File: config.mk
export PLATFORM = sky130hd
export DESIGN_NAME = sprite_fetch_arbiter
export DESIGN_NICKNAME = d
export VERILOG_FILES = /design/src/rtl/sprite_fetch_arbiter.sv
export SDC_FILE = /design/constraint.sdc
export NUM_CORES = 1
export LEC_CHECK = 0
export ABC_AREA = 1
export BUFFER_PORTS_ARGS = -buffer_cell sky130_fd_sc_hd__clkbuf_2
export CAP_MARGIN = 20
export CORE_MARGIN = 2
export CORE_UTILIZATION = 44
export DETAILED_ROUTE_END_ITERATION = 6
export HOLD_SLACK_MARGIN = 0.06
export PLACE_DENSITY = 0.74
export SLEW_MARGIN = 10
export SYNTH_ARGS = -nofsm -noshare
export SYNTH_HDL_FRONTEND = slang
export SYNTH_SLANG_ARGS = --single-unit
File: constraint.sdc
create_clock -name Clk -period 5.1 [get_ports Clk]
set_clock_uncertainty 0.1 [all_clocks]
set_input_delay 1.02 -clock Clk [delete_from_list [all_inputs] [get_ports Clk]]
set_output_delay 1.02 -clock Clk [all_outputs]
set_load 0.01 [all_outputs]
File: src/rtl/sprite_fetch_arbiter.sv
`default_nettype none
// +----------------------------------------------------------------------------+
// | Module  : sprite_fetch_arbiter                                             |
// | Purpose : Round-robin burst arbiter sharing a sprite index ROM and a       |
// |           palette ROM between two renderers; emits tagged RGB pixels.      |
// | Option  : `define SPRITE_TRANSPARENCY_EN flags pixels whose index was 0.   |
// | Revision: 1.0                                                              |
// +----------------------------------------------------------------------------+
module sprite_fetch_arbiter #(
    parameter int ADDR_W  = 9,
    parameter int IDX_W   = 4,
    parameter int COLOR_W = 24,
    parameter int LEN_W   = 5
) (
    input  logic               Clk,
    input  logic               Reset,
    input  logic [1:0]         req,
    input  logic [ADDR_W-1:0]  base0,
    input  logic [ADDR_W-1:0]  base1,
    input  logic [LEN_W-1:0]   len0,
    input  logic [LEN_W-1:0]   len1,
    output logic [1:0]         gnt,
    output logic               busy,
    output logic [ADDR_W-1:0]  rom_addr,
    input  logic [IDX_W-1:0]   rom_data,
    output logic [IDX_W-1:0]   pal_addr,
    input  logic [COLOR_W-1:0] pal_data,
    output logic               pix_valid,
    output logic               pix_owner,
    output logic [LEN_W-1:0]   pix_offset,
    output logic               pix_last,
    output logic [COLOR_W-1:0] pix_color,
    output logic               pix_transparent
);

    localparam logic [0:0] S_IDLE  = 1'b0;
    localparam logic [0:0] S_BURST = 1'b1;

    logic [0:0]        state_q, state_d;
    logic              ptr_q, ptr_d;
    logic              owner_q, owner_d;
    logic [ADDR_W-1:0] base_q, base_d;
    logic [ADDR_W-1:0] rom_addr_q, rom_addr_d;
    logic [LEN_W-1:0]  len_q, len_d;
    logic [LEN_W-1:0]  cnt_q, cnt_d;
    logic              w_at_end;
    logic              w_take;
    logic              w_win;

    // cnt_q is the offset currently presented on rom_addr
    assign w_at_end = (cnt_q == len_q);
    assign w_win    = (req == 2'b11) ? ~ptr_q : req[1];
    assign w_take   = (|req) && !Reset && ((state_q == S_IDLE) || w_at_end);

    always_ff @(posedge Clk or posedge Reset) begin
        if (Reset) begin
            state_q <= S_IDLE;
        end else begin
            state_q <= state_d;
        end
    end

    always_comb begin
        state_d = state_q;
        case (state_q)
            S_IDLE:  if (w_take) state_d = S_BURST;
            S_BURST: if (w_at_end && !w_take) state_d = S_IDLE;
            default: state_d = S_IDLE;
        endcase
    end

    always_comb begin
        gnt = 2'b00;
        if (w_take) begin
            gnt[w_win] = 1'b1;
        end
        busy = (state_q == S_BURST);
    end

    // A new burst loads its first address at the grant edge so it appears with no bubble
    always_comb begin
        ptr_d      = ptr_q;
        owner_d    = owner_q;
        base_d     = base_q;
        len_d      = len_q;
        cnt_d      = cnt_q;
        rom_addr_d = rom_addr_q;
        if (w_take) begin
            ptr_d      = w_win;
            owner_d    = w_win;
            base_d     = w_win ? base1 : base0;
            len_d      = w_win ? len1 : len0;
            cnt_d      = '0;
            rom_addr_d = base_d;
        end else if (busy && !w_at_end) begin
            cnt_d      = cnt_q + LEN_W'(1);
            rom_addr_d = base_q + ADDR_W'(cnt_d);
        end
    end

    always_ff @(posedge Clk or posedge Reset) begin
        if (Reset) begin
            ptr_q      <= 1'b1;
            owner_q    <= 1'b0;
            base_q     <= '0;
            len_q      <= '0;
            cnt_q      <= '0;
            rom_addr_q <= '0;
        end else begin
            ptr_q      <= ptr_d;
            owner_q    <= owner_d;
            base_q     <= base_d;
            len_q      <= len_d;
            cnt_q      <= cnt_d;
            rom_addr_q <= rom_addr_d;
        end
    end

    assign rom_addr = rom_addr_q;
    assign pal_addr = rom_data;

    logic              s2_valid_q, s2_owner_q, s2_last_q;
    logic [LEN_W-1:0]  s2_cnt_q;
    logic              s3_valid_q, s3_owner_q, s3_last_q;
    logic [LEN_W-1:0]  s3_cnt_q;
    logic              pix_valid_q, pix_owner_q, pix_last_q;
    logic [LEN_W-1:0]  pix_offset_q;
    logic [COLOR_W-1:0] pix_color_q;

    always_ff @(posedge Clk or posedge Reset) begin
        if (Reset) begin
            s2_valid_q   <= 1'b0;
            s2_owner_q   <= 1'b0;
            s2_last_q    <= 1'b0;
            s2_cnt_q     <= '0;
            s3_valid_q   <= 1'b0;
            s3_owner_q   <= 1'b0;
            s3_last_q    <= 1'b0;
            s3_cnt_q     <= '0;
            pix_valid_q  <= 1'b0;
            pix_owner_q  <= 1'b0;
            pix_last_q   <= 1'b0;
            pix_offset_q <= '0;
            pix_color_q  <= '0;
        end else begin
            s2_valid_q   <= busy;
            s2_owner_q   <= owner_q;
            s2_last_q    <= w_at_end;
            s2_cnt_q     <= cnt_q;
            s3_valid_q   <= s2_valid_q;
            s3_owner_q   <= s2_owner_q;
            s3_last_q    <= s2_last_q;
            s3_cnt_q     <= s2_cnt_q;
            pix_valid_q  <= s3_valid_q;
            if (s3_valid_q) begin
                pix_owner_q  <= s3_owner_q;
                pix_last_q   <= s3_last_q;
                pix_offset_q <= s3_cnt_q;
                pix_color_q  <= pal_data;
            end
        end
    end

    assign pix_valid  = pix_valid_q;
    assign pix_owner  = pix_owner_q;
    assign pix_last   = pix_last_q;
    assign pix_offset = pix_offset_q;
    assign pix_color  = pix_color_q;

`ifdef SPRITE_TRANSPARENCY_EN
    logic s3_idx_zero_q;
    logic pix_transparent_q;

    always_ff @(posedge Clk or posedge Reset) begin
        if (Reset) begin
            s3_idx_zero_q     <= 1'b0;
            pix_transparent_q <= 1'b0;
        end else begin
            s3_idx_zero_q <= (rom_data == '0);
            if (s3_valid_q) begin
                pix_transparent_q <= s3_idx_zero_q;
            end
        end
    end

    assign pix_transparent = pix_transparent_q;
`else
    assign pix_transparent = 1'b0;
`endif

endmodule
`default_nettype wire
==> impl_metrics.csv, run 1 <==
group,metric,value,unit
status,status,"finished clean",
final_layout,n_antenna_cell,0,
place,post-place-cells,541,
floorplan,core,7690,um2
global_route,grt_use_total,0.171,
final_layout,regArea,1980,um2
worst_setup_path,required,3.98,ns
synthesis,ys_ff_latch,79,
routing,routedWlPerCell,12.7,um
routing,drc_errors,0,
worst_setup_path,path_class,"input port to output port",
worst_setup_path,max_stage_delay,0.29,ns
global_route,overflow,0,
place,dp_hpwl,5030,um
synthesis,syn_nets,420,
place,numPortBuffers,99,
floorplan,start_util,0.454,
floorplan,placement_rows,32,
synthesis,avgSynthCellArea,9.91,um2
worst_setup_path,setup.worst_path.start_class,"input port",
timing,tightest_slew,0.673,ns
floorplan,boundaryPins,109,
routing,met3_length,459,um
worst_setup_path,crit_path_end,"gnt[0]",
timing,timing.final.crit_share,0.639,
power,powerDensity,599,nW/um2
power,combinationalPowerShare,0.395,
timing,layout_min_cycle_time,3.26,ns
routing,drtAntennaViolNets,0,
timing,setup_viol,0,
routing,drt_iter0_drc,78,
final_layout,nFillCells,689,
synthesis,synth_area_leaders,"dfrtp_1 (56%), nand2_1 (12%), mux2_2 (10%)",
synthesis,synthCells,352,
synthesis,synth_cell_type_count,30,
final_layout,post-route-util,0.561,
final_layout,layout-drive-gt1-share,0.355,
power,p_leak,2.30,nW
floorplan,dieArea,8650,um2
timing,fin_setup_tns,0,ns
worst_setup_path,cp-startpoint,"req[0]",
timing,slew_viol_final,0,
final_layout,mostFrequentLayoutCells,"nand2_1 (114), clkbuf_2 (99), dfrtp_1 (78), mux2_2 (31), nor2_1 (21)",
timing,final_hold_viol_count,0,
synthesis,netlist.area_leader.share,0.560,
worst_setup_path,critPathMaxFanout,16,
global_route,antenna_found_initial,0,
floorplan,die_h,93.0,um
worst_setup_path,reg2reg_to,"rom_addr[7]",
final_layout,area_delta_synth_final,23.7,%
power,seqPwrFrac,0.400,
power,p_int,1.60,mW
synthesis,synth-async-reset-ratio,1.00,
routing,highest_layer,"met4",
clocking,clock-sinks,79,
clocking,clk_path_buf_depth,2,
final_layout,nets,519,
timing,maxSlewHeadroom,0.551,
final_layout,layout.cells.non_filler,558,
power,ir_worst_vdd,0.000257,V
power,switchingPower,983,uW
clocking,cts_root_buf,"clkbuf_8",
routing,met1Wirelength,3050,um
clocking,post_cts_buffers,0,
worst_hold_path,hp-class,"register to register",
clocking,holdBufCountCts,0,
timing,rsz0062_at_grt,"false",
synthesis,mappedNetlistArea,3490,um2
global_route,grt_max_degree,80,
worst_setup_path,timing.rr.start,"cnt_q[0]",
global_route,grt_pass1_wl,11600,um
worst_setup_path,arrival,2.14,ns
clocking,clk_latency,0.35,ns
floorplan,die_x,93.0,um
routing,met2WireLength,3500,um
final_layout,multiInputGateArea,1330,um2
synthesis,yosysWarnings,0,
clocking,cts_tree,"built",
place,gp_congestion,0.833,
synthesis,seq_area_frac_synth,0.567,
final_layout,final_common_cell,"nand2_1",
synthesis,synth-edff-count,0,
worst_setup_path,end_kind,"output port",
clocking,clk_pin_slew_worst_paths,0.08,ns
worst_setup_path,reg2reg_depth,12,
clocking,cts_made_buffers,9,
global_route,first_global_vias,2583,
worst_setup_path,crit_chain,"clkbuf_2, nand2_1, nand2_1, buf_4, inv_1, nor2_1, clkbuf_2",
clocking,cts_resized,0,
synthesis,yosys_most_used_dff,"dfrtp_1",
worst_setup_path,crit_slowest_cell,"nor2_1",
power,power_switching_share,0.381,
routing,vias,2681,
clocking,htreeDepth,3,
flow_run,drv_cap,0,
synthesis,yosysTopAreaCell,"dfrtp_1",
timing,fmax,307,MHz
worst_setup_path,reg2reg_slack,2.69,ns
routing,firstDrtPassIters,4,
routing,finalWirelength,7060,um
power,p_clk_frac,0.205,
routing,drt-vias-per-instance,4.80,
flip-flops by register name, indices dropped and copies added, names as in the netlist:
name / cells
base_q: 9
busy: 1
cnt_q: 5
len_q: 5
owner_q: 1
pix_color: 24
pix_last: 1
pix_offset: 5
pix_owner: 1
pix_valid: 1
ptr_q: 1
rom_addr: 9
s2_cnt_q: 5
s2_last_q: 1
s2_owner_q: 1
s2_valid_q: 1
s3_cnt_q: 5
s3_last_q: 1
s3_owner_q: 1
s3_valid_q: 1
metrics by stage:
step | hold WS [ns] | cell area (um2) | setup WS, ns | power [mW]
after floorplan | 0.231 | 3490 | 0.321 | 1.77
after global placement | 0.232 | 4030 | 1.88 | 2.01
after detailed placement | 0.235 | 4060 | 1.85 | 2.07
final | 0.254 | 4310 | 1.84 | 2.58
after global routing | 0.262 | 4310 | 1.74 | 2.78
after CTS | 0.255 | 4290 | 1.85 | 2.60
worst max-delay path, delay by kind of cell:
family        cells  cell delay (ns)
buf+inv           4             0.73
simple gates      3             0.38
metal layers:
layer | GRT usage | up-vias
met5 | 0 | -
met1 | 0.205 | 1270
met4 | 0.0674 | 0
li1 | - | 1319
met2 | 0.303 | 85
met3 | 0.0338 | 7
cell families after synthesis:
family / synth area share
AND/OR/NAND/NOR: 0.184
flip-flops: 0.567
buffers and inverters: 0.0524
AO/OA/AOI/OAI: 0.0463
multiplexers: 0.100
adder cells (fa/ha/maj): 0.0309
XOR/XNOR: 0.0176
other: 0.00108
Yosys cell counts, types with 2 or more instances:
cell type    n
ha_1         7
buf_4        6
a21oi_1     10
dfrtp_1     78
nor2_1      21
o21ai_0     14
buf_2        3
inv_1       19
xnor2_1      2
mux2_2      31
xor2_1       5
nand2_4      2
buf_1        3
or2_2        2
nand3_1     13
nand2_1    114
buf_6        2
o21ai_1      7
clkbuf_1     2
how the worst min path moves through the flow:
stage	cells past startpoint	endpoint	slack, ns	startpoint
floorplan	0	s3_cnt_q[0]	0.23	s2_cnt_q[0]
global placement	0	s3_valid_q	0.23	s2_valid_q
detailed placement	0	s3_cnt_q[2]	0.23	s2_cnt_q[2]
CTS	0	s3_cnt_q[2]	0.25	s2_cnt_q[2]
global route	0	s3_valid_q	0.26	s2_valid_q
finish	0	s3_cnt_q[2]	0.25	s2_cnt_q[2]
cell type report:
class | instances | area share
inverter | 21 | 0.0191
timing repair buffer | 104 | 0.133
sequential | 79 | 0.459
clock buffer | 9 | 0.0287
clock inverter | 7 | 0.0235
tap | 102 | 0.0296
multi-input combinational | 236 | 0.308
power by group through the flow:
| stage | logic, mW | registers (mW) | clock network [mW] |
|---|---|---|---|
| 6_report | 1.02 | 1.03 | 0.529 |
| 2_1_floorplan | 0.719 | 1.05 | 0 |
| 3_5_place_dp | 1.02 | 1.05 | 0 |
| 5_1_grt | 1.15 | 1.07 | 0.566 |
| 4_1_cts | 1.03 | 1.04 | 0.541 |
| 3_3_place_gp | 0.966 | 1.04 | 0 |
No activity file was read; power rests on OpenSTA's default activity.
==> run 2: changes to the inputs <==
--- a/config.mk
+++ b/config.mk
@@ -12,7 +12,7 @@
 export CORE_UTILIZATION = 44
 export DETAILED_ROUTE_END_ITERATION = 6
 export HOLD_SLACK_MARGIN = 0.06
-export PLACE_DENSITY = 0.74
+export PLACE_DENSITY = 0.77
 export SLEW_MARGIN = 10
 export SYNTH_ARGS = -nofsm -noshare
 export SYNTH_HDL_FRONTEND = slang
==> constraint.sdc (replaced) <==
create_clock -name Clk -period 2.96 [get_ports Clk]
set_clock_uncertainty 0.1 [all_clocks]
set_input_delay 0.592 -clock Clk [delete_from_list [all_inputs] [get_ports Clk]]
set_output_delay 0.592 -clock Clk [all_outputs]
set_load 0.01 [all_outputs]
==> run 2 against run 1 <==
Sequential share of layout area is 0.34 points higher. Global-route usage up 0.35 points. Critical path depth rose by 2. Hold slack got worse by 0.0044 ns. Via count shrank 1.5%. Register-to-register slack worse by 2.0 ns. Combinational power increased by 73%. Utilization shrank 0.37 points. Wire length grew 0.25%. First-iteration DRC count up 63%. Power is 70% higher. Non-clock buffer count is the same. Critical path type is now register to output port. Largest cell class unchanged.
==> impl_metrics.csv, run 2 (synthesis results as in run 1) <==
group,metric,value,unit
status,status,"finished clean",
routing,firstDrtPassIters,4,
final_layout,layout-drive-gt1-share,0.362,
floorplan,boundaryPins,109,
flow_run,drv_cap,0,
clocking,holdBufCountCts,0,
global_route,grt_pass1_wl,11700,um
timing,fin_setup_tns,0,ns
worst_setup_path,crit_slowest_cell,"dfrtp_1",
worst_setup_path,cp.depth,9,
worst_setup_path,reg2reg_depth,12,
worst_setup_path,setup.worst_path.start_class,"register",
worst_setup_path,path_class,"register to output port",
timing,layout_min_cycle_time,2.74,ns
timing,setup_viol,0,
power,combinationalPowerShare,0.401,
power,p_clk_frac,0.200,
worst_setup_path,critPathBufInv,2,
floorplan,start_util,0.454,
global_route,antenna_found_initial,0,
timing,fmax,365,MHz
power,totalPowerFinal,4.40,mW
global_route,overflow,0,
worst_setup_path,critPathMaxFanout,19,
power,seqPwrFrac,0.400,
worst_setup_path,reg2reg_slack,0.69,ns
power,ir_worst_vdd,0.000503,V
worst_setup_path,end_kind,"output port",
timing,timing.final.crit_share,0.924,
routing,drt_iter0_drc,127,
place,gp_congestion,0.859,
final_layout,nets,519,
timing,tightest_slew,0.944,ns
power,power_switching_share,0.378,
clocking,cts_resized,0,
final_layout,n_antenna_cell,0,
final_layout,mostFrequentLayoutCells,"nand2_1 (114), clkbuf_2 (99), dfrtp_1 (77), mux2_2 (31), nor2_1 (20)",
final_layout,nFillCells,713,
final_layout,area_delta_synth_final,22.9,%
timing,rsz0062_at_grt,"false",
clocking,cts_root_buf,"clkbuf_8",
power,p_int,2.74,mW
floorplan,dieArea,8650,um2
clocking,clk_path_buf_depth,2,
worst_hold_path,hp-class,"register to register",
routing,drc_errors,0,
place,numPortBuffers,99,
worst_setup_path,crit_chain,"inv_1, nand2_1, nand2_1, nor2_1, nand3_2, nand2_4, nand2_4, nor2_1, clkbuf_2",
worst_setup_path,path_delay_family,"simple AND/OR/NAND/NOR gates",
worst_setup_path,max_stage_delay,0.43,ns
global_route,grt_use_total,0.175,
worst_setup_path,reg2reg_to,"rom_addr[7]",
floorplan,die_x,93.0,um
routing,vias,2640,
floorplan,die_h,93.0,um
routing,drtAntennaViolNets,0,
clocking,post_cts_buffers,0,
floorplan,placement_rows,32,
worst_setup_path,crit_path_end,"gnt[0]",
final_layout,largest_reg_flops,24,
timing,maxSlewHeadroom,0.371,
final_layout,layout.cells.non_filler,558,
floorplan,core,7690,um2
worst_setup_path,arrival,2.04,ns
clocking,cts_made_buffers,9,
clocking,htreeDepth,3,
worst_setup_path,required,2.27,ns
routing,routedWlPerCell,12.7,um
place,dp_hpwl,5060,um
worst_setup_path,cp-startpoint,"cnt_q[1]",
power,p_leak,2.28,nW
power,powerDensity,1030,nW/um2
timing,final_hold_viol_count,0,
global_route,first_global_vias,2485,
place,post-place-cells,542,
clocking,clk_latency,0.35,ns
routing,drt-vias-per-instance,4.73,
final_layout,final_common_cell,"nand2_1",
timing,slew_viol_final,0,
clocking,clk_pin_slew_worst_paths,0.08,ns
routing,finalWirelength,7080,um
clocking,clock-sinks,79,
worst_setup_path,timing.rr.start,"cnt_q[0]",
power,switchingPower,1.66,mW
global_route,grt_max_degree,80,
clocking,cts_tree,"built",
run 2: changes by cell type in the layout (fill, tap and decap cells not counted), sizes merged:
cell,previous run,this run
inv,23,21
clkbuf,108,109
clkinv,1,2
run 2: final cells by class:
| type | instances | area, um2 | area share |
|---|---|---|---|
| timing repair buffer | 104 | 533 | 0.124 |
| sequential | 79 | 1980 | 0.462 |
| tap | 102 | 128 | 0.0298 |
| clock inverter | 6 | 93.8 | 0.0219 |
| inverter | 21 | 85.1 | 0.0199 |
| multi-input combinational | 236 | 1340 | 0.312 |
| clock buffer | 10 | 128 | 0.0298 |
run 2: worst min path at each step:
stage / startpoint / to / slack, ns / cells after the start
finish: s2_cnt_q[0] / s3_cnt_q[0] / 0.25 / 0
global route: s2_last_q / s3_last_q / 0.26 / 0
CTS: s2_cnt_q[1] / s3_cnt_q[1] / 0.25 / 0
detailed placement: s2_cnt_q[1] / s3_cnt_q[1] / 0.23 / 0
global placement: s2_cnt_q[1] / s3_cnt_q[1] / 0.23 / 0
floorplan: s2_cnt_q[0] / s3_cnt_q[0] / 0.23 / 0
run 2: worst reg2reg max path: stages, from the launching register on:
cell and delay (ns):
dfrtp_2 0.46, ha_1 0.24, nand3_1 0.11, xor2_1 0.19, inv_1 0.09, ha_1 0.31, a21oi_1 0.09, or2_2 0.29
nand2_1 0.06, nand2_1 0.04, nand2_1 0.05, nand2_1 0.05, a21oi_1 0.12
run 2: through the flow:
step / worst slack (ns) / hold slack, ns / util / instance area, um2
3_3_place_gp: 0.693 / 0.231 / 0.528 / 4060
5_1_grt: 0.0340 / 0.264 / 0.557 / 4280
4_1_cts: 0.190 / 0.253 / 0.557 / 4280
2_1_floorplan: -0.108 / 0.231 / - / 3510
6_report: 0.224 / 0.249 / 0.557 / 4280
3_5_place_dp: 0.587 / 0.235 / 0.528 / 4060
run 2: per-layer routing:
| layer | up-vias | global-route usage | wire length [um] |
|---|---|---|---|
| met5 | - | 0 | 0 |
| met1 | 1216 | 0.220 | 3010 |
| met3 | 8 | 0.0483 | 508 |
| met2 | 98 | 0.291 | 3480 |
| met4 | 0 | 0.0600 | 80 |
| li1 | 1318 | - | - |
run 2: power by group through the flow:
stage                     logic, mW  clock network, mW  registers, mW
after detailed placement       1.77                  0           1.78
after floorplan                1.25                  0           1.80
after CTS                      1.78              0.900           1.76
after global placement         1.73                  0           1.76
final                          1.76              0.878           1.76
after global routing           2.01              0.954           1.81
==> run 3: changes to the inputs <==
--- a/config.mk
+++ b/config.mk
@@ -9,10 +9,10 @@
 export BUFFER_PORTS_ARGS = -buffer_cell sky130_fd_sc_hd__clkbuf_2
 export CAP_MARGIN = 20
 export CORE_MARGIN = 2
-export CORE_UTILIZATION = 44
+export CORE_UTILIZATION = 46
 export DETAILED_ROUTE_END_ITERATION = 6
 export HOLD_SLACK_MARGIN = 0.06
-export PLACE_DENSITY = 0.77
+export PLACE_DENSITY = 0.8
 export SLEW_MARGIN = 10
 export SYNTH_ARGS = -nofsm -noshare
 export SYNTH_HDL_FRONTEND = slang
==> run 3 against run 2 <==
Register-to-register slack got worse by 0.10 ns. Clock power increased by 13%. Combinational power about the same. Die area decreased by 4.2%. Power increased by 2.8%. Sequential cell count unchanged. First-iteration DRC count decreased by 39%. Via count increased by 1.8%. Design area increased by 0.47%. Global-route usage increased by 0.94 points. Sequential power about the same.
==> impl_metrics.csv, run 3 (synthesis results as in run 1) <==
group,metric,value,unit
place,gp_congestion,0.843,
final_layout,mostFrequentLayoutCells,"nand2_1 (114), clkbuf_2 (99), dfrtp_1 (77), mux2_2 (31), nor2_1 (20)",
worst_setup_path,critPathMaxFanout,19,
final_layout,final_common_cell,"nand2_1",
floorplan,die_h,91.1,um
floorplan,placement_rows,31,
timing,slew_viol_final,0,
clocking,cts_tree,"built",
final_layout,area_delta_synth_final,23.4,%
worst_setup_path,reg2reg_depth,12,
global_route,grt_max_degree,80,
clocking,post_cts_buffers,0,
global_route,grt_util_met1,0.245,
timing,final_hold_viol_count,0,
routing,finalWirelength,7230,um
global_route,first_global_vias,2610,
worst_setup_path,end_kind,"output port",
clocking,clk_path_buf_depth,2,
final_layout,n_antenna_cell,0,
routing,routedWlPerCell,13.0,um
worst_setup_path,path_class,"register to output port",
place,placed_cell_area,4050,um2
routing,drtAntennaViolNets,0,
place,post-place-cells,538,
power,powerDensity,1050,nW/um2
global_route,top_usage_layer,"met2",
clocking,cts_root_buf,"clkbuf_8",
timing,setup_viol,0,
worst_setup_path,setup.worst_path.start_class,"register",
global_route,grt_util_met2,0.302,
floorplan,die_x,91.1,um
timing,fmax,367,MHz
clocking,cts_made_buffers,9,
routing,drc_errors,0,
final_layout,stdcell_area,4300,um2
status,status,"finished clean",
global_route,grt_pass1_wl,12200,um
global_route,overflow,0,
routing,drt-vias-per-instance,4.85,
clocking,htreeDepth,3,
floorplan,core,7290,um2
clocking,clk_latency,0.34,ns
floorplan,boundaryPins,109,
worst_setup_path,max_stage_delay,0.48,ns
final_layout,largest_reg_flops,24,
timing,maxSlewHeadroom,0.356,
timing,layout_min_cycle_time,2.72,ns
routing,drt_iter0_drc,78,
final_layout,layout.cells.non_filler,554,
global_route,grt_use_total,0.184,
flow_run,drv_cap,0,
global_route,grt.met3_usage,0.0349,
worst_setup_path,crit_slowest_cell,"dfrtp_1",
timing,tightest_slew,0.967,ns
timing,rsz0062_at_grt,"false",
place,dp_hpwl,5250,um
routing,firstDrtPassIters,4,
power,p_leak,2.29,nW
worst_setup_path,crit_chain,"inv_2, nand2_1, nand2_1, nor2_2, nand3_2, nand2_4, nand2_4, nor2_1, clkbuf_2",
floorplan,start_util,0.478,
worst_setup_path,required,2.27,ns
routing,vias,2687,
clocking,clk_pin_slew_worst_paths,0.08,ns
final_layout,layout-drive-gt1-share,0.363,
final_layout,nets,518,
worst_hold_path,hp-class,"register to register",
timing,timing.final.crit_share,0.919,
power,ir_worst_vdd,0.000467,V
worst_setup_path,arrival,2.03,ns
global_route,antenna_found_initial,0,
worst_hold_path,whs_path_depth,0,
final_layout,nFillCells,645,
floorplan,dieArea,8290,um2
clocking,clock-sinks,79,
place,numPortBuffers,99,
-- run 3: cell count changes in the layout (fill, tap and decap cells not counted), sizes merged --
cell	delta
inv	+1
bufinv	+1
buf	-1
clkinv	-2
-- run 3: worst max-delay path, delay by kind of cell (launching register included) --
kind                   cells  cell delay (ns)
flip-flops                 1             0.48
buffers and inverters      2             0.23
AND/OR/NAND/NOR            7             0.97
-- run 3: per-layer routing --
layer,vias up,part of all wire,routed length [um]
li1,1319,-,-
met1,1269,0.45,3220
met2,95,0.50,3600
met3,4,0.052,376
met4,0,0.0042,30
met5,-,0,0
-- run 3: what timing repair did --
item / 4_1_cts / 5_1_grt
hold buffers: 0 / 0
endpoints found under the hold margin: 0 / 0
resized for setup: 0 / 1
endpoints found under the setup margin: 0 / 1
-- run 3: path summary, 6_finish.rpt --
check | from | end | slack (ns)
min | s2_valid_q | s3_valid_q | 0.26
max in group asynchronous | Reset | cnt_q[0] | 1.57
min in group asynchronous | Reset | len_q[3] | 0.51
min reg2reg | s2_valid_q | s3_valid_q | 0.26
max reg2reg | cnt_q[0] | rom_addr[7] | 0.59
max | cnt_q[2] | gnt[0] | 0.24
-- run 3: stage by stage --
step,util,power (mW),hold slack (ns),worst slack [ns],TNS [ns]
global route,0.590,4.90,0.270,0.00709,0
floorplan,-,3.05,0.231,-0.108,-0.133
global placement,0.555,3.47,0.232,0.549,0
finish,0.590,4.53,0.258,0.238,0
detailed placement,0.555,3.56,0.240,0.526,0
CTS,0.590,4.57,0.263,0.205,0
-- run 3: where the power goes --
part	leakage [nW]	switching [mW]	internal [mW]
registers	0.942	0.269	1.51
logic	1.22	1.00	0.755
clock network	0.124	0.402	0.589
total	2.29	1.67	2.85
-- run 3: area by class of cell --
cell class / instances / area (um2) / area share
timing repair buffer: 103 / 526 / 0.122
tap: 99 / 124 / 0.0288
multi-input combinational: 236 / 1340 / 0.311
clock inverter: 6 / 115 / 0.0267
clock buffer: 10 / 138 / 0.0320
inverter: 21 / 85.1 / 0.0198
sequential: 79 / 1980 / 0.460
